===== config.mk =====
export PLATFORM = sky130hd
export DESIGN_NAME = prog_mem_ctrl
export DESIGN_NICKNAME = d
export VERILOG_FILES = /design/src/rtl/prog_pkg.sv /design/src/rtl/prog_word_packer.sv /design/src/rtl/prog_mem_ctrl.sv
export SDC_FILE = /design/constraint.sdc
export NUM_CORES = 1
export LEC_CHECK = 0
export CAP_MARGIN = 15
export CORE_ASPECT_RATIO = 1.1
export CORE_MARGIN = 1
export CORE_UTILIZATION = 46
export DETAILED_ROUTE_END_ITERATION = 8
export PLACE_DENSITY = 0.94
export RECOVER_POWER = 100
export SKIP_CTS_REPAIR_TIMING = 1
export SYNTH_ARGS = -nofsm -noshare
export SYNTH_HDL_FRONTEND = slang
export SYNTH_SLANG_ARGS = --single-unit

===== constraint.sdc =====
create_clock -name i_clk -period 3.25 [get_ports i_clk]
set_clock_uncertainty 0.05 [all_clocks]
set_input_delay 0.65 -clock i_clk [delete_from_list [all_inputs] [get_ports i_clk]]
set_output_delay 0.65 -clock i_clk [all_outputs]
set_load 0.1 [all_outputs]

===== src/rtl/prog_pkg.sv =====
// Shared widths and FSM state encoding for the program-memory loader.
// Latency: n/a (declarations only).
// Backpressure: n/a.
package prog_pkg;

    localparam int ADDR_W    = 12;
    localparam int DATA_W    = 16;
    localparam int MEM_DEPTH = 1 << ADDR_W;
    localparam int BYTE_W    = 8;

    typedef enum logic [2:0] {
        ST_RUN     = 3'd0,
        ST_LOAD_HI = 3'd1,
        ST_LOAD_LO = 3'd2,
        ST_WRITE   = 3'd3,
        ST_FINISH  = 3'd4
    } state_t;

endpackage


===== src/rtl/prog_word_packer.sv =====
// Assembles two received bytes (high byte first) into one instruction word.
// Latency: each byte appears in o_word one clk after its load strobe.
// Backpressure: none; the strobes come from the controller FSM phase.
module prog_word_packer
    import prog_pkg::*;
(
    input  logic                  i_clk,
    input  logic                  i_rst_n,
    input  logic                  i_hi_we,
    input  logic                  i_lo_we,
    input  logic [BYTE_W-1:0]     i_byte,
    output logic [2*BYTE_W-1:0]   o_word
);

    logic [BYTE_W-1:0] r_hi_byte;
    logic [BYTE_W-1:0] r_lo_byte;

    // Capture whichever half of the word the controller says is on the wire.
    always_ff @(posedge i_clk or negedge i_rst_n) begin
        if (!i_rst_n) begin
            r_hi_byte <= '0;
            r_lo_byte <= '0;
        end else begin
            if (i_hi_we) r_hi_byte <= i_byte;
            if (i_lo_we) r_lo_byte <= i_byte;
        end
    end

    assign o_word = {r_hi_byte, r_lo_byte};

endmodule


===== src/rtl/prog_mem_ctrl.sv =====
// Muxes the program RAM between CPU fetch (RUN) and a UART byte-stream loader.
// Latency: fetch data one clk after cpu_addr; a word is written one clk after its low byte.
// Backpressure: none; bytes arriving outside a receiving phase are dropped.
module prog_mem_ctrl
    import prog_pkg::*;
#(
    parameter int ADDR_W = prog_pkg::ADDR_W,
    parameter int DATA_W = prog_pkg::DATA_W
) (
    input  logic              i_clk,
    input  logic              i_rst_n,
    input  logic              i_load_en,
    input  logic              i_rx_valid,
    input  logic [7:0]        i_rx_data,
    input  logic [ADDR_W-1:0] i_cpu_addr,
    output logic [DATA_W-1:0] o_cpu_rdata,
    output logic              o_cpu_reset,
    output logic [ADDR_W-1:0] o_mem_addr,
    output logic [DATA_W-1:0] o_mem_wdata,
    output logic              o_mem_we,
    input  logic [DATA_W-1:0] i_mem_rdata,
    output logic [ADDR_W:0]   o_word_count,
    output logic              o_load_done,
    output logic              o_overrun
);

    localparam logic [ADDR_W-1:0] PTR_MAX = '1;
    localparam logic [ADDR_W:0]   WC_MAX  = {1'b1, {ADDR_W{1'b0}}};

    state_t              r_state;
    state_t              w_next;
    logic [ADDR_W-1:0]   r_wr_ptr;
    logic [ADDR_W:0]     r_word_count;
    logic                r_overrun;
    logic                w_hi_we;
    logic                w_lo_we;
    logic [15:0]         w_word;

    // High byte is taken in LOAD_HI, or in WRITE when the next word starts back-to-back;
    // a byte coinciding with load_en falling is deliberately ignored.
    assign w_hi_we = i_rx_valid && (((r_state == ST_LOAD_HI) && i_load_en) || (r_state == ST_WRITE));
    assign w_lo_we = i_rx_valid && (r_state == ST_LOAD_LO) && i_load_en;

    prog_word_packer u_packer (
        .i_clk   (i_clk),
        .i_rst_n (i_rst_n),
        .i_hi_we (w_hi_we),
        .i_lo_we (w_lo_we),
        .i_byte  (i_rx_data),
        .o_word  (w_word)
    );

    // State register.
    always_ff @(posedge i_clk or negedge i_rst_n) begin
        if (!i_rst_n) r_state <= ST_RUN;
        else          r_state <= w_next;
    end

    // Next-state decode; WRITE always lasts one clk regardless of load_en.
    always_comb begin
        w_next = r_state;
        case (r_state)
            ST_RUN:     if (i_load_en) w_next = ST_LOAD_HI;
            ST_LOAD_HI: begin
                if (!i_load_en)      w_next = ST_FINISH;
                else if (i_rx_valid) w_next = ST_LOAD_LO;
            end
            ST_LOAD_LO: begin
                if (!i_load_en)      w_next = ST_FINISH;
                else if (i_rx_valid) w_next = ST_WRITE;
            end
            ST_WRITE:   w_next = i_rx_valid ? ST_LOAD_LO : ST_LOAD_HI;
            ST_FINISH:  w_next = ST_RUN;
            default:    w_next = ST_RUN;
        endcase
    end

    // Outputs decoded from the registered state only.
    always_comb begin
        o_cpu_reset = (r_state != ST_RUN);
        o_mem_addr  = (r_state == ST_RUN) ? i_cpu_addr : r_wr_ptr;
        o_mem_we    = (r_state == ST_WRITE);
        o_load_done = (r_state == ST_FINISH);
        o_mem_wdata = DATA_W'(w_word);
        o_cpu_rdata = i_mem_rdata;
    end

    // Write pointer, saturating word count and sticky wrap flag; cleared when a load starts.
    always_ff @(posedge i_clk or negedge i_rst_n) begin
        if (!i_rst_n) begin
            r_wr_ptr     <= '0;
            r_word_count <= '0;
            r_overrun    <= 1'b0;
        end else if ((r_state == ST_RUN) && i_load_en) begin
            r_wr_ptr     <= '0;
            r_word_count <= '0;
            r_overrun    <= 1'b0;
        end else if (r_state == ST_WRITE) begin
            r_wr_ptr <= r_wr_ptr + ADDR_W'(1);
            if (r_word_count != WC_MAX) r_word_count <= r_word_count + (ADDR_W+1)'(1);
            if (r_wr_ptr == PTR_MAX)    r_overrun    <= 1'b1;
        end
    end

    assign o_word_count = r_word_count;
    assign o_overrun    = r_overrun;

endmodule


==> flow_metrics.env, run 1 <==
export IMPL_violations="design-rule violations, max-capacitance violations, max-slew violations"
export IMPL_cp_required_ns=2.55
export IMPL_maxCapViolations=1
export IMPL_avgSynthCellArea_um2=10.5
export IMPL_firstDrtPassIters=6
export IMPL_vias_per_cell=5.52
export IMPL_drive_above_1_share_pct=16.3
export IMPL_hp_class="reg -> reg"
export IMPL_seq_area_frac_synth_pct=47.4
export IMPL_final_hold_viol_count=0
export IMPL_worstMarginPinSlew_ns=2.33
export IMPL_synth_main_ff_cell="dfrtp_1"
export IMPL_yosys_area_top_type="dfrtp_1"
export IMPL_critPathMaxStageDelay_ns=0.89
export IMPL_ir_drop_uv=514
export IMPL_place_area_um2=3030
export IMPL_clkTransAtPathRegs_ns=0.08
export IMPL_drt_iter0_drc=113
export IMPL_start_kind="flip-flop"
export IMPL_start_util_pct=47.5
export IMPL_synth_edf_count=0
export IMPL_synth_async_reset_ratio_pct=100
export IMPL_h_tree_depth=2
export IMPL_overflow=0
export IMPL_synth_top_area_share_pct=47.4
export IMPL_critPathMaxFanout=10
export IMPL_cts_path_max_buffers=2
export IMPL_p_per_area_nw_per_um2=869
export IMPL_antenna_found_initial=0
export IMPL_period_share_pct=81.4
export IMPL_die_x_um=70.5
export IMPL_yosys_register_bits=45
export IMPL_path_cells="nor3b_2, clkbuf_1"
export IMPL_cts_root_buf="clkbuf_8"
export IMPL_layout_commonest_cell="dfrtp_1"
export IMPL_clk_latency_ns=0.29
export IMPL_slew_headroom_pct=-55.5
export IMPL_end_kind="output pin"
export IMPL_dp_hpwl_um=3710
export IMPL_routabilityCongestion=0.786
export IMPL_stdcell_area_um2=2980
export IMPL_setup_tns_ns=0
export IMPL_power_leakage_nw=1.26
export IMPL_grt_pass1_vias=1872
export IMPL_hold_slack_ns=0.438
export IMPL_synth_cell_area_um2=2380
export IMPL_maxClockFrequency_mhz=378
export IMPL_wirelength_um=5150
export IMPL_drv_slew=46
export IMPL_vias=1878
export IMPL_grt_pass1_wl_um=8590
export IMPL_rsz0062_at_grt="false"
export IMPL_fp_dieArea_um2=5460
export IMPL_io_pins=101
export IMPL_track_usage_pct=19.7
export IMPL_setup_viol_count_final=0
export IMPL_fin_crit_ns=2.65
export IMPL_cts_sinks=45
export IMPL_row_count=27
export IMPL_synth_nets=269
export IMPL_crit_type="reg -> out"
export IMPL_synth_distinct_cells=36
export IMPL_wl_per_cell_um=15.2
export IMPL_portBuffers=68
export IMPL_die_y_um=77.4
export IMPL_fin_nets=324
export IMPL_cts_inserted_buffers=5
export IMPL_status="complete, but fails checks"
export IMPL_tritoncts="built"
export IMPL_ant_nets=0
export IMPL_core_um2=5000
export IMPL_ys_warn_count=0
export IMPL_mostFrequentLayoutCells="dfrtp_1 (45), clkbuf_1 (33), nand2_1 (23), clkdlybuf4s50_1 (21), mux2_2 (17)"
export IMPL_diodes=0
export IMPL_slowest_stage="clkbuf_1"
export IMPL_synthTopCellsByArea="dfrtp_1 (47%), mux2_2 (13%), buf_4 (5.4%)"
export IMPL_drcViolationCount=15
export IMPL_area_delta_synth_final_pct=25.5
export IMPL_grt_max_degree=46
export IMPL_synth_cells=226
export IMPL_arrival_ns=1.95
==> worst paths after layout <==
kind	slack, ns	to	startpoint	cells past startpoint
setup / recovery	0.60	o_load_done	r_state[1]	2
hold / removal	0.44	o_overrun	o_overrun	2
setup reg to reg	1.08	r_wr_ptr[10]	r_state[0]	5
hold reg to reg	0.44	o_overrun	o_overrun	2
max in group asynchronous	0.82	r_wr_ptr[6]	i_rst_n	1
min in group asynchronous	1.00	u_packer.r_hi_byte[5]	i_rst_n	1
==> power breakdown <==
group / switching (mW) / internal, mW / leakage, nW
Clock: 0.182 / 0.192 / 0.0542
Sequential: 0.0732 / 0.666 / 0.600
Combinational: 1.18 / 0.298 / 0.605
==> synth_stat cells (2+ instances only) <==
cell and number:
clkbuf_1 2, a21oi_1 10, nor3_1 4, buf_6 2
dfrtp_1 45, o31ai_1 5, or3_1 4, buf_4 17
o211ai_1 4, xnor2_1 6, and4_1 2, inv_1 6
mux2_2 27, nand2_1 23, or4_1 5, nand3_1 12
nor4_1 4, or2_2 2, nand4_1 2, xor2_1 3
nor2_1 13, nor4b_1 2, o21ai_0 11, ha_1 3
==> per-stage QoR <==
step	std cells	worst slack, ns	util, %	power [mW]
6_report	340	0.604	59.7	2.59
5_1_grt	340	0.284	59.7	2.68
4_1_cts	340	0.645	62.5	2.72
3_5_place_dp	332	0.686	60.5	2.34
3_3_place_gp	332	0.759	60.5	2.32
2_1_floorplan	226	0.332	-	2.03
==> cell families (layout without fill, tap and decap cells) <==
family,after synthesis,in the layout,synth area share (%)
AO/OA/AOI/OAI,31,31,7.53
adder cells (fa/ha/maj),3,3,1.58
buffers and inverters,29,85,7.95
AND/OR/NAND/NOR,81,81,19.1
multiplexers,28,28,13.2
XOR/XNOR,9,9,3.32
flip-flops,45,45,47.4
==> routing by layer <==
metal  part of all wire (%)  routed length, um  up-vias  track usage (%)
met5                      0                  0        -                0
met3                    5.9                302        7             3.90
met2                     50               2590       69             34.2
li1                       -                  -      900                -
met4                    1.1                 57        0             6.80
met1                     43               2210      902             24.5
==> worst max-delay path, delay by kind of cell, from the launching register on <==
| family | cells | cell delay, ns |
|---|---|---|
| simple gates | 1 | 0.22 |
| buf+inv | 1 | 0.89 |
| flops | 1 | 0.54 |
==> area by class of cell <==
type                            instances  area (um2)
Clock inverter                          1        5.00
Fill cell                             435        2020
Inverter                                7        26.3
Timing Repair Buffer                   70         604
Multi-Input combinational cell        152        1050
Sequential cell                        45        1130
Tap cell                               58        72.6
Clock buffer                            7        96.3
==> sequential cells by signal, summed over array words and instances (netlist names) <==
signal / flops
o_overrun: 1
o_word_count: 13
r_state: 3
r_wr_ptr: 12
u_packer.r_hi_byte: 8
u_packer.r_lo_byte: 8
Power figures use the tool's default switching activity.
==> inputs of run 2 (changes only) <==
--- a/config.mk
+++ b/config.mk
@@ -8,9 +8,9 @@
 export CAP_MARGIN = 15
 export CORE_ASPECT_RATIO = 1.1
 export CORE_MARGIN = 1
-export CORE_UTILIZATION = 46
+export CORE_UTILIZATION = 38
 export DETAILED_ROUTE_END_ITERATION = 8
-export PLACE_DENSITY = 0.94
+export PLACE_DENSITY = 0.84
 export RECOVER_POWER = 100
 export SKIP_CTS_REPAIR_TIMING = 1
 export SYNTH_ARGS = -nofsm -noshare
==> constraint.sdc (replaced) <==
create_clock -name i_clk -period 2.22 [get_ports i_clk]
set_clock_uncertainty 0.05 [all_clocks]
set_input_delay 0.444 -clock i_clk [delete_from_list [all_inputs] [get_ports i_clk]]
set_output_delay 0.444 -clock i_clk [all_outputs]
set_load 0.1 [all_outputs]
==> flow_metrics.env, run 2 (synthesized netlist as in run 1, its figures left out) <==
export IMPL_final_hold_viol_count=0
export IMPL_maxCapViolations=0
export IMPL_wirelength_um=5860
export IMPL_cts_path_max_buffers=2
export IMPL_fin_ws_ns=-0.000665
export IMPL_multi_input_area_um2=1120
export IMPL_arrival_ns=1.73
export IMPL_startpoint="r_state[2]"
export IMPL_vias_per_cell=5.23
export IMPL_fillerInstances=524
export IMPL_status="complete, but fails checks"
export IMPL_end_kind="output pin"
export IMPL_wl_per_cell_um=15.8
export IMPL_worstMarginPinSlew_ns=1.33
export IMPL_h_tree_depth=2
export IMPL_die_y_um=85.0
export IMPL_drv_slew=0
export IMPL_r2r_cells=5
export IMPL_track_usage_pct=18.2
export IMPL_routabilityCongestion=0.761
export IMPL_overflow=0
export IMPL_ant_nets=0
export IMPL_grt_pass1_vias=1979
export IMPL_crit_type="reg -> out"
export IMPL_fp_dieArea_um2=6580
export IMPL_cts_sinks=45
export IMPL_clkTransAtPathRegs_ns=0.08
export IMPL_hp_class="in -> async"
export IMPL_drcViolationCount=0
export IMPL_setup_viol_count_final=2
export IMPL_row_count=29
export IMPL_area_sequential_um2=1140
export IMPL_firstDrtPassIters=5
export IMPL_fin_crit_ns=2.22
export IMPL_cts_inserted_buffers=5
export IMPL_slowest_stage="dfrtp_2"
export IMPL_critPathMaxFanout=7
export IMPL_violations="negative setup slack"
export IMPL_tritoncts="built"
export IMPL_clk_latency_ns=0.30
export IMPL_power_leakage_nw=1.45
export IMPL_power_mw=3.94
export IMPL_drive_above_1_share_pct=36.3
export IMPL_maxClockFrequency_mhz=450
export IMPL_ir_drop_uv=756
export IMPL_portBuffers=68
export IMPL_start_kind="flip-flop"
export IMPL_critPathMaxStageDelay_ns=0.46
export IMPL_die_x_um=77.4
export IMPL_dp_hpwl_um=4200
export IMPL_cp_required_ns=1.73
export IMPL_m1WireLength_um=2320
export IMPL_io_pins=101
export IMPL_fin_nets=337
export IMPL_wl_met2_um=3090
export IMPL_dp_slack_ns=0.119
export IMPL_rsz0062_at_grt="true"
export IMPL_p_per_area_nw_per_um2=1220
export IMPL_grt_pass1_wl_um=9420
export IMPL_fin_util_pct=54.5
export IMPL_diodes=0
export IMPL_period_share_pct=100
export IMPL_area_delta_synth_final_pct=35.7
export IMPL_timing_rr_start="r_state[2]"
export IMPL_vias=1944
export IMPL_antenna_found_initial=0
export IMPL_grt_max_degree=26
export IMPL_largest_register_ff_count=13
export IMPL_slew_headroom_pct=11.6
export IMPL_mostFrequentLayoutCells="dfrtp_1 (36), clkbuf_2 (31), nand2_1 (23), clkdlybuf4s50_1 (21), mux2_2 (18)"
export IMPL_start_util_pct=40.2
export IMPL_top_layer_used="met4"
export IMPL_drt_iter0_drc=84
export IMPL_wl_met3_um=344
export IMPL_path_cells="nor3_4, buf_6, mux2_4, buf_12"
export IMPL_layout_commonest_cell="dfrtp_1"
export IMPL_cts_root_buf="clkbuf_8"
export IMPL_core_um2=5910
==> run 2: worst paths after layout <==
| path | to | slack [ns] |
|---|---|---|
| worst max-delay path | o_mem_addr[10] | -0.0007 |
| worst min-delay path | r_wr_ptr[8] | 0.37 |
| worst max register to register | o_word_count[12] | 0.24 |
| worst min register to register | o_overrun | 0.44 |
| max in group asynchronous | u_packer.r_hi_byte[1] | 0.68 |
| min in group i_clk | o_overrun | 0.44 |
==> run 2: cell type report <==
type                       instances  area share, %
sequential                        45           35.3
multi-input combinational        152           34.8
timing repair buffer              83           23.6
tap                               77           2.99
clock buffer                       6           2.25
inverter                           7          0.815
clock inverter                     2          0.310
==> run 2: power by group <==
group | internal, mW | total (mW) | leakage [nW] | switching, mW
Combinational | 0.574 | 2.36 | 0.822 | 1.79
Sequential | 0.977 | 1.08 | 0.586 | 0.108
Clock | 0.218 | 0.492 | 0.0450 | 0.274
Total | 1.77 | 3.94 | 1.45 | 2.17
==> run 2: layer usage <==
metal,up-vias,track usage (%)
met1,939,22.3
li1,926,-
met3,14,3.12
met4,0,7.89
met5,-,0
met2,65,31.5
==> run 2: worst max-delay path: cells and delay by family, from the launching register on <==
family | cells | cell delay (ns)
DFF | 1 | 0.46
buffers and inverters | 2 | 0.37
muxes | 1 | 0.33
and+or+nand+nor | 1 | 0.27
==> run 2: metrics by stage <==
| stage | area, um2 | hold WS [ns] | setup TNS [ns] | std cells |
|---|---|---|---|---|
| after floorplan | 2410 | 0.0984 | 0 | 226 |
| after global placement | 3170 | 0.413 | 0 | 359 |
| after detailed placement | 3170 | 0.422 | 0 | 359 |
| after CTS | 3250 | 0.0979 | -0.649 | 367 |
| after global routing | 3230 | 0.482 | -0.393 | 372 |
| final | 3230 | 0.371 | -0.00106 | 372 |
==> inputs of run 3 (changes only) <==
--- a/config.mk
+++ b/config.mk
@@ -10,9 +10,11 @@
 export CORE_MARGIN = 1
 export CORE_UTILIZATION = 38
 export DETAILED_ROUTE_END_ITERATION = 8
+export MAX_ROUTING_LAYER = met4
 export PLACE_DENSITY = 0.84
 export RECOVER_POWER = 100
 export SKIP_CTS_REPAIR_TIMING = 1
+export SLEW_MARGIN = 20
 export SYNTH_ARGS = -nofsm -noshare
 export SYNTH_HDL_FRONTEND = slang
 export SYNTH_SLANG_ARGS = --single-unit
==> flow_metrics.env, run 3 (synthesized netlist as in run 1, its figures left out) <==
export IMPL_portBuffers=68
export IMPL_io_pins=101
export IMPL_hold_slack_ns=0.375
export IMPL_setup_viol_count_final=0
export IMPL_vias=1960
export IMPL_final_hold_viol_count=0
export IMPL_ant_nets=0
export IMPL_drive_above_1_share_pct=36.3
export IMPL_maxCapViolations=0
export IMPL_antenna_found_initial=0
export IMPL_layout_commonest_cell="dfrtp_1"
export IMPL_drv_slew=0
export IMPL_overflow=0
export IMPL_period_share_pct=99.9
export IMPL_wirelength_um=5860
export IMPL_pwr_share_seq_pct=27.5
export IMPL_start_util_pct=40.2
export IMPL_largest_register_ff_count=13
export IMPL_drt_iter0_drc=80
export IMPL_critPathMaxFanout=7
export IMPL_grt_max_degree=26
export IMPL_grt_pass1_wl_um=9400
export IMPL_arrival_ns=1.72
export IMPL_tritoncts="built"
export IMPL_end_kind="output pin"
export IMPL_worstMarginPinSlew_ns=1.33
export IMPL_routabilityCongestion=0.771
export IMPL_die_x_um=77.4
export IMPL_hp_class="in -> async"
export IMPL_power_leakage_nw=1.45
export IMPL_fin_util_pct=54.5
export IMPL_clk_latency_ns=0.30
export IMPL_start_kind="flip-flop"
export IMPL_rsz0062_at_grt="true"
export IMPL_switching_power_mw=2.17
export IMPL_wl_per_cell_um=15.8
export IMPL_fin_ws_ns=0.00318
export IMPL_fin_nets=337
export IMPL_core_um2=5910
export IMPL_dp_slack_ns=0.119
export IMPL_ir_drop_uv=756
export IMPL_cts_sinks=45
export IMPL_grt_pass1_vias=1979
export IMPL_comb_power_share_pct=59.9
export IMPL_fp_dieArea_um2=6580
export IMPL_firstDrtPassIters=4
export IMPL_h_tree_depth=2
export IMPL_setup_tns_ns=0
export IMPL_clkTransAtPathRegs_ns=0.08
export IMPL_status="finished clean"
export IMPL_cts_path_max_buffers=2
export IMPL_area_delta_synth_final_pct=35.7
export IMPL_mostFrequentLayoutCells="dfrtp_1 (36), clkbuf_2 (31), nand2_1 (23), clkdlybuf4s50_1 (21), mux2_2 (18)"
export IMPL_netSwitchingFraction_pct=55.1
export IMPL_cp_required_ns=1.73
export IMPL_internal_power_mw=1.77
export IMPL_cts_inserted_buffers=5
export IMPL_place_area_um2=3170
export IMPL_stdcell_area_um2=3230
export IMPL_drcViolationCount=0
export IMPL_row_count=29
export IMPL_slew_headroom_pct=11.4
export IMPL_cts_root_buf="clkbuf_8"
export IMPL_vias_per_cell=5.27
export IMPL_fin_crit_ns=2.22
export IMPL_diodes=0
export IMPL_die_y_um=85.0
export IMPL_track_usage_pct=18.8
export IMPL_maxClockFrequency_mhz=451
export IMPL_p_per_area_nw_per_um2=1220
export IMPL_crit_type="reg -> out"
export IMPL_clockPowerShare_pct=12.5
export IMPL_dp_hpwl_um=4200
run 3: area by class of cell:
cell class,instances,area [um2]
clock buffer,6,72.6
clock inverter,2,10.0
fill,524,2690
inverter,7,26.3
multi-input combinational,152,1120
sequential,45,1140
tap,77,96.3
timing repair buffer,83,761
run 3: power by group through the flow:
stage	combinational (mW)	clock (mW)	sequential [mW]
floorplan	0.847	0	2.13
global placement	2.37	0	1.09
detailed placement	2.40	0	1.11
CTS	2.41	0.503	1.09
global route	2.43	0.532	1.11
finish	2.36	0.494	1.08
run 3: through the flow:
stage	std cells	power (mW)
detailed placement	359	3.51
finish	372	3.94
floorplan	226	2.98
global route	372	4.06
global placement	359	3.47
CTS	367	4.00
run 3: metal layers:
metal  global-route usage, %  routed length [um]  vias up  share of wire [%]
li1                        -                   -      927                  -
met3                    2.90                 322       13                5.5
met5                       -                   0        -                  0
met2                    31.5                3110       64                 53
met4                    7.89                  88        0                1.5
met1                    22.4                2340      956                 40
run 3: critical path: stages (launching register included):
cell and delay, ns:
dfrtp_2 0.46, nor3_4 0.27, buf_6 0.20, mux2_4 0.33, buf_12 0.17
run 3: final timing paths:
| kind | startpoint | to | slack [ns] | cells past startpoint |
|---|---|---|---|---|
| setup / recovery | r_state[2] | o_mem_addr[2] | 0.003 | 4 |
| hold / removal | i_rst_n | r_wr_ptr[8] | 0.38 | 1 |
| setup reg to reg | r_state[2] | o_word_count[12] | 0.24 | 5 |
| hold reg to reg | o_overrun | o_overrun | 0.43 | 2 |
| max in group asynchronous | i_rst_n | u_packer.r_hi_byte[1] | 0.67 | 2 |
| min in group i_clk | o_overrun | o_overrun | 0.43 | 2 |
